File: src/rtl/mips_pkg.sv
// Shared types for the MIPS pipeline front end.
// Fetch FSM states, the IF/ID bundle and small address helpers.
package mips_pkg;

    typedef enum logic [1:0] {
        FETCH = 2'd0,
        KILL  = 2'd1,
        BUF   = 2'd2
    } fetch_state_t;

    // sll $0,$0,0
    localparam logic [31:0] NOP_INSTR = 32'h0000_0000;
    localparam logic [31:0] PC_STEP   = 32'd4;

    typedef struct packed {
        logic [31:0] instr;
        logic [31:0] pc_plus4;
        logic        valid;
    } if_id_t;

    // Instruction addresses are word aligned; the low two bits are dropped.
    function automatic logic [31:0] word_align(input logic [31:0] a);
        return a & 32'hFFFF_FFFC;
    endfunction

    function automatic if_id_t if_id_bubble(input logic [31:0] nop);
        if_id_t b;
        b.instr    = nop;
        b.pc_plus4 = 32'h0;
        b.valid    = 1'b0;
        return b;
    endfunction

endpackage

File: src/rtl/fetch_stage_if_id_reg.sv
// IF/ID pipeline register.
// Bubble has priority over load; with neither the register holds.
module if_id_reg
    import mips_pkg::*;
#(
    parameter logic [31:0] NOP_WORD = mips_pkg::NOP_INSTR
) (
    input  logic   clk,
    input  logic   rst,
    input  logic   load_i,
    input  logic   bubble_i,
    input  if_id_t d_i,
    output if_id_t q_o
);

    if_id_t q_q;
    if_id_t q_d;

    // Select bubble, new bundle or hold.
    always_comb begin
        q_d = q_q;
        if (bubble_i) begin
            q_d = if_id_bubble(NOP_WORD);
        end else if (load_i) begin
            q_d = d_i;
        end
    end

    // Register; reset leaves a bubble in ID.
    always_ff @(posedge clk or posedge rst) begin
        if (rst) begin
            q_q <= if_id_bubble(NOP_WORD);
        end else begin
            q_q <= q_d;
        end
    end

    assign q_o = q_q;

endmodule

File: src/rtl/fetch_stage.sv
// IF stage: PC, next-PC select, imem handshake, IF/ID register.
// Variable imem latency is hidden by bubbles; the stage never stalls ID.
module fetch_stage #(
    parameter logic [31:0] RESET_PC  = 32'h0000_0000,
    parameter logic [31:0] NOP_INSTR = mips_pkg::NOP_INSTR
) (
    input  logic        clk,
    input  logic        reset,
    input  logic        pc_enable,
    input  logic        flush_if_id,
    input  logic        pcsrc,
    input  logic [31:0] branch_target,
    input  logic        jump,
    input  logic [31:0] jump_target,
    output logic        imem_req,
    output logic [31:0] imem_addr,
    input  logic        imem_ready,
    input  logic [31:0] imem_rdata,
    output logic [31:0] instr_D,
    output logic [31:0] pc_plus4_D,
    output logic        valid_D
);

    import mips_pkg::fetch_state_t;
    import mips_pkg::FETCH;
    import mips_pkg::KILL;
    import mips_pkg::BUF;
    import mips_pkg::if_id_t;
    import mips_pkg::PC_STEP;
    import mips_pkg::word_align;

    fetch_state_t state_q, state_d;
    logic [31:0]  pc_q, pc_d;
    logic [31:0]  tgt_q, tgt_d;
    logic [31:0]  buf_instr_q, buf_instr_d;
    logic [31:0]  buf_pc4_q, buf_pc4_d;
    logic         req_q, req_d;

    logic         redirect;
    logic         stall;
    logic         accept;
    logic [31:0]  target;
    logic [31:0]  pc_inc;

    logic         ifid_load;
    logic         ifid_bubble;
    if_id_t       ifid_d;
    if_id_t       ifid_q;

    // Hazard-unit decode: redirect beats stall beats plain flush.
    always_comb begin
        redirect = pcsrc | jump;
        stall    = ~pc_enable;
        accept   = imem_ready & req_q;
        target   = word_align(pcsrc ? branch_target : jump_target);
        pc_inc   = pc_q + PC_STEP;
    end

    // Next-state, next-PC and IF/ID control for the fetch FSM.
    always_comb begin
        state_d        = state_q;
        pc_d           = pc_q;
        tgt_d          = tgt_q;
        buf_instr_d    = buf_instr_q;
        buf_pc4_d      = buf_pc4_q;
        ifid_load      = 1'b0;
        ifid_bubble    = 1'b0;
        ifid_d.instr    = imem_rdata;
        ifid_d.pc_plus4 = pc_inc;
        ifid_d.valid    = ~flush_if_id;

        unique case (state_q)
            FETCH: begin
                if (redirect) begin
                    ifid_bubble = 1'b1;
                    // No request in flight right after reset: jump at once.
                    if (accept || !req_q) begin
                        pc_d = target;
                    end else begin
                        tgt_d   = target;
                        state_d = KILL;
                    end
                end else if (stall) begin
                    if (accept) begin
                        buf_instr_d = imem_rdata;
                        buf_pc4_d   = pc_inc;
                        pc_d        = pc_inc;
                        state_d     = BUF;
                    end
                end else if (accept) begin
                    ifid_load = 1'b1;
                    pc_d      = pc_inc;
                end else begin
                    ifid_bubble = 1'b1;
                end
            end

            KILL: begin
                if (redirect) begin
                    tgt_d = target;
                end
                ifid_bubble = redirect | ~stall;
                // The stale response is dropped; refetch from the target.
                if (accept) begin
                    pc_d    = redirect ? target : tgt_q;
                    state_d = FETCH;
                end
            end

            BUF: begin
                if (redirect) begin
                    ifid_bubble = 1'b1;
                    pc_d        = target;
                    state_d     = FETCH;
                end else if (!stall) begin
                    ifid_load       = 1'b1;
                    ifid_d.instr    = buf_instr_q;
                    ifid_d.pc_plus4 = buf_pc4_q;
                    ifid_d.valid    = ~flush_if_id;
                    state_d         = FETCH;
                end
            end

            default: begin
                state_d = FETCH;
            end
        endcase

        req_d = (state_d != BUF);
    end

    // FSM, PC and side registers; req comes up one edge after reset.
    always_ff @(posedge clk or posedge reset) begin
        if (reset) begin
            state_q     <= FETCH;
            pc_q        <= word_align(RESET_PC);
            tgt_q       <= 32'h0;
            buf_instr_q <= 32'h0;
            buf_pc4_q   <= 32'h0;
            req_q       <= 1'b0;
        end else begin
            state_q     <= state_d;
            pc_q        <= pc_d;
            tgt_q       <= tgt_d;
            buf_instr_q <= buf_instr_d;
            buf_pc4_q   <= buf_pc4_d;
            req_q       <= req_d;
        end
    end

    if_id_reg #(
        .NOP_WORD (NOP_INSTR)
    ) u_if_id (
        .clk      (clk),
        .rst      (reset),
        .load_i   (ifid_load),
        .bubble_i (ifid_bubble),
        .d_i      (ifid_d),
        .q_o      (ifid_q)
    );

    assign imem_req   = req_q;
    assign imem_addr  = word_align(pc_q);
    assign instr_D    = ifid_q.instr;
    assign pc_plus4_D = ifid_q.pc_plus4;
    assign valid_D    = ifid_q.valid;

endmodule

File: config.mk
export PLATFORM = sky130hd
export DESIGN_NAME = fetch_stage
export DESIGN_NICKNAME = d
export VERILOG_FILES = /design/src/rtl/mips_pkg.sv /design/src/rtl/fetch_stage_if_id_reg.sv /design/src/rtl/fetch_stage.sv
export SDC_FILE = /design/constraint.sdc
export NUM_CORES = 1
export LEC_CHECK = 0
export CORE_MARGIN = 8
export CORE_UTILIZATION = 36
export CTS_CLUSTER_DIAMETER = 150
export DETAILED_ROUTE_END_ITERATION = 10
export GPL_TIMING_DRIVEN = 0
export PLACE_DENSITY_LB_ADDON = 0.15
export SYNTH_ARGS = -nofsm -noshare
export SYNTH_HDL_FRONTEND = slang
export SYNTH_SLANG_ARGS = --single-unit
File: constraint.sdc
create_clock -name clk -period 11.75 [get_ports clk]
set_clock_uncertainty 0.2 [all_clocks]
set_input_delay 1.175 -clock clk [delete_from_list [all_inputs] [get_ports clk]]
set_output_delay 1.175 -clock clk [all_outputs]
set_load 0.05 [all_outputs]
==> results by group <==
Worst setup path
  • Crit path max-delay family: buffers and inverters
  • Crit path cell chain: clkdlybuf4s50_1 -> nor2_4 -> nor2_1 -> o31ai_4 -> nand3_2 -> buf_2 -> o211ai_1
  • Critical path's largest stage delay: between 500 and 600 ps
  • Critical Path AT: approximately 3600 ps
  • Crit Path Max Fanout: 10
  • R2r endpoint: pc_q[26]
  • CP Class: input pin to flip-flop
  • Worst Setup End Kind: flip-flop
  • FF-to-FF path depth: 7
  • Worst setup SP type: input pin
  • R2R Setup Slk: 8660 ps
  • Critical-path top delay cell: clkdlybuf4s50_1
  • Critical Path RT: 11900 ps
  • Reg2reg start: state_q[0]
  • CP Buf/Inv Count: 2

Final layout
  • Share of cells above drive strength 1: 14.7%
  • # diodes: 0
  • Fin util: 47.5%
  • Filler instances: ~2700
  • Post-route non-filler standard cell count: 1639
  • NumNets Final: 1356
  • Final instance area: 13200 sq um
  • Area grow syn2layout: 30.0%

Timing
  • Final Cycle Share: 29.7%
  • Slew margin rel.: 54.3%
  • Final setup viols: 0
  • Tmin final: 3490 ps
  • F_max: 0.286 GHz
  • RSZ-0062 raised after global routing: false
  • Worst-Margin Slew: 686 ps
  • Setup TNS: 0 ps
  • Endpoints failing hold: 0
  • Max Slew Vio Count: 0

Clock tree
  • Num Clock Sinks: just under 200
  • Clk slew on worst S/H paths: ~70 ps
  • CTS H-tree lvls: 4
  • # resized after CTS: 0
  • CTS tree: yes
  • CTS max path bufs: 2
  • Clk_lat worst skew: 440 ps
  • Setup bufs post-CTS: 0
  • TritonCTS Buffers: 17
  • Clk root buf: clkbuf_16
  • Cts hold-fix bufs: 0

Die
  • IO Count: between 200 and 250
  • DIE WIDTH: about 180 microns
  • Core area: 27800 sq um
  • Starting density of the core: 36.5%
  • Die Area: 33800 sq um
  • Floorplan row count: 61
  • Die Ht: about 180 microns

Run status
  • Status: finished, final reports clean

Pwr
  • Total power draw: 2.99 mW
  • Combinational power share: 43.5%
  • Pint: roughly 1.7 mW
  • Sequential power share: 36.6%
  • Clock power share: 19.9%
  • Cell area power density: roughly 230 nW/um^2
  • Leak: approximately 5.3 nW
  • VDD IR-drop max: roughly 0.11 mV
  • Sw frac: 43.4%
  • Sw Pwr: between 1 and 1.5 mW

GRT
  • First-pass GRT wire length: 51.1 mm
  • GRT overflow: 0
  • Largest net degree at the start of global routing: 103
  • GRT Resource Usage Total: between 15 and 20%
  • Vias in the first global route: 8647
  • Initial antenna violation count: 0

Placement
  • IO buf count: 194
  • Placer Congestion: 0.861
  • DP HPWL: ~25 mm
  • Placed Instances: 1607
  • Cell Area, Placed: 12600 sq um

Drt
  • Initial DRT Pass Iterations: 5
  • Max layer used: met4
  • WL met3: between 2 and 2.5 mm
  • M1 wire length: 15.0 mm
  • Number of vias per cell: about 5.4
  • Initial drt markers: 640
  • DRC Markers: 0
  • Detail Route Antenna Nets: 0
  • Post-Route WL: 32.8 mm
  • Vias: ~8800
  • Wirelength per Cell: 20.0 microns
  • Metal2 WL: 15.1 mm

Synthesis
  • Main area contributors after synthesis: dfrtp_1, mux2_2, nor2_1
  • Number of flops mapped to enable cells by yosys: 0
  • Mapped cell area: 10100 sq um
  • Yosys warns: 0
  • Synthesized flop and latch total: 196
  • Main flop type after synthesis: dfrtp_1
  • Post-Syn Instances: between 1000 and 1500
  • Synth cell types: 75
  • Yosys top cell by area: dfrtp_1
  • Mean post-synth cell area: 9.82 sq um
  • Fraction of registers with async set/reset: 100%
  • Yosys top cell area share: 48.3%
  • Sequential area share after synthesis: 48.3%

Min path
  • WHS Path Cells: 2
  • Worst Hold Endpoint: u_if_id.q_o[15]
  • Min-delay src: u_if_id.q_o[15]
  • Tightest Hold Check Type: flip-flop to flip-flop

Flow run
  • Max_cap viols: 0
==> per-layer routing <==
layer  GRT usage (%)  vias up
met4            5.16        0
met3            3.79       28
met1            27.2     4289
li1                -     4151
met2            30.2      302
met5               0        -
==> worst max-delay path by stage <==
stage | startpoint | endpoint | depth (start not counted) | slack (ps)
floorplan | reset | buf_instr_q[0] | 1 | 5030
global placement | reset | u_if_id.q_o[33] | 2 | 2000
detailed placement | pcsrc | u_if_id.q_o[19] | 7 | 7800
CTS | pcsrc | u_if_id.q_o[19] | 7 | 8250
global route | pcsrc | u_if_id.q_o[24] | 7 | 8140
finish | pcsrc | u_if_id.q_o[24] | 7 | 8260
==> power by group through the flow <==
stage	clock, mW	sequential [mW]	combinational (mW)
finish	0.594	1.10	1.30
global route	0.628	1.13	1.40
CTS	0.605	1.09	1.30
detailed placement	0	1.10	1.30
global placement	0	1.10	1.28
floorplan	0	1.29	0.650
==> worst reg2reg max path, stage by stage (launching register included) <==
cell and delay (ps):
dfrtp_1 430, inv_1 110, ha_1 220, buf_2 290, clkbuf_1 540, clkbuf_1 590
a21oi_1 270, a221oi_1 340
==> cells in the mapped netlist, types with 11 or more instances <==
master and n:
a21oi_1 83, a22oi_1 14, dfrtp_1 196, o21ai_0 44
mux2_2 70, mux2i_1 14, clkbuf_1 30, nand2_1 118
o211ai_1 21, xor2_1 19, nor2_1 133, buf_4 13
nand3_1 44, and3_1 11, a311oi_1 38, buf_2 36
==> cell type report <==
| type | instances | area, sq um | area share, % |
|---|---|---|---|
| Inverter | 6 | 30.0 | 0.228 |
| Clock inverter | 15 | 168 | 1.27 |
| Buffer | 81 | 413 | 3.13 |
| Tap cell | 378 | 473 | 3.58 |
| Clock buffer | 17 | 425 | 3.22 |
| Timing Repair Buffer | 195 | 1970 | 14.9 |
| Sequential cell | 196 | 4900 | 37.2 |
| Multi-Input combinational cell | 751 | 4810 | 36.5 |
==> placed cells by master, fill, tap and decap left out, types with 19 or more instances in the layout <==
master and count:
mux2_2 70, a311oi_1 38, nand3_1 44, xor2_1 19, a21oi_1 83, nor2_1 133
clkbuf_1 30, nand2_1 118, dfrtp_1 196, clkdlybuf4s50_1 194, o21ai_0 44, o211ai_1 21
buf_2 36
==> per-stage QoR <==
stage               worst slack (ps)  hold WS [ps]
CTS                             8250           309
floorplan                       5030           256
global route                    8140           315
detailed placement              7800           291
finish                          8260           300
global placement                2000           277
==> state kept, by name (all words and copies together), names as in the netlist <==
signal and count:
state_q 2, imem_req 1, buf_pc4_q 32, u_if_id.q_o 65, buf_instr_q 32, tgt_q 32
pc_q 32
==> cell families (layout without fill, tap and decap cells) <==
logic type / count (synthesis) / after routing / share of synthesized area, %
xor+xnor: 28 / 28 / 2.42
flops: 196 / 196 / 48.3
other cells: 1 / 2 / 0.0370
compound gates: 270 / 270 / 18.5
simple gates: 357 / 357 / 16.0
buf+inv: 87 / 314 / 4.29
mux: 89 / 89 / 9.82
fa+ha+maj: 5 / 5 / 0.617
Power figures use the tool's default switching activity.
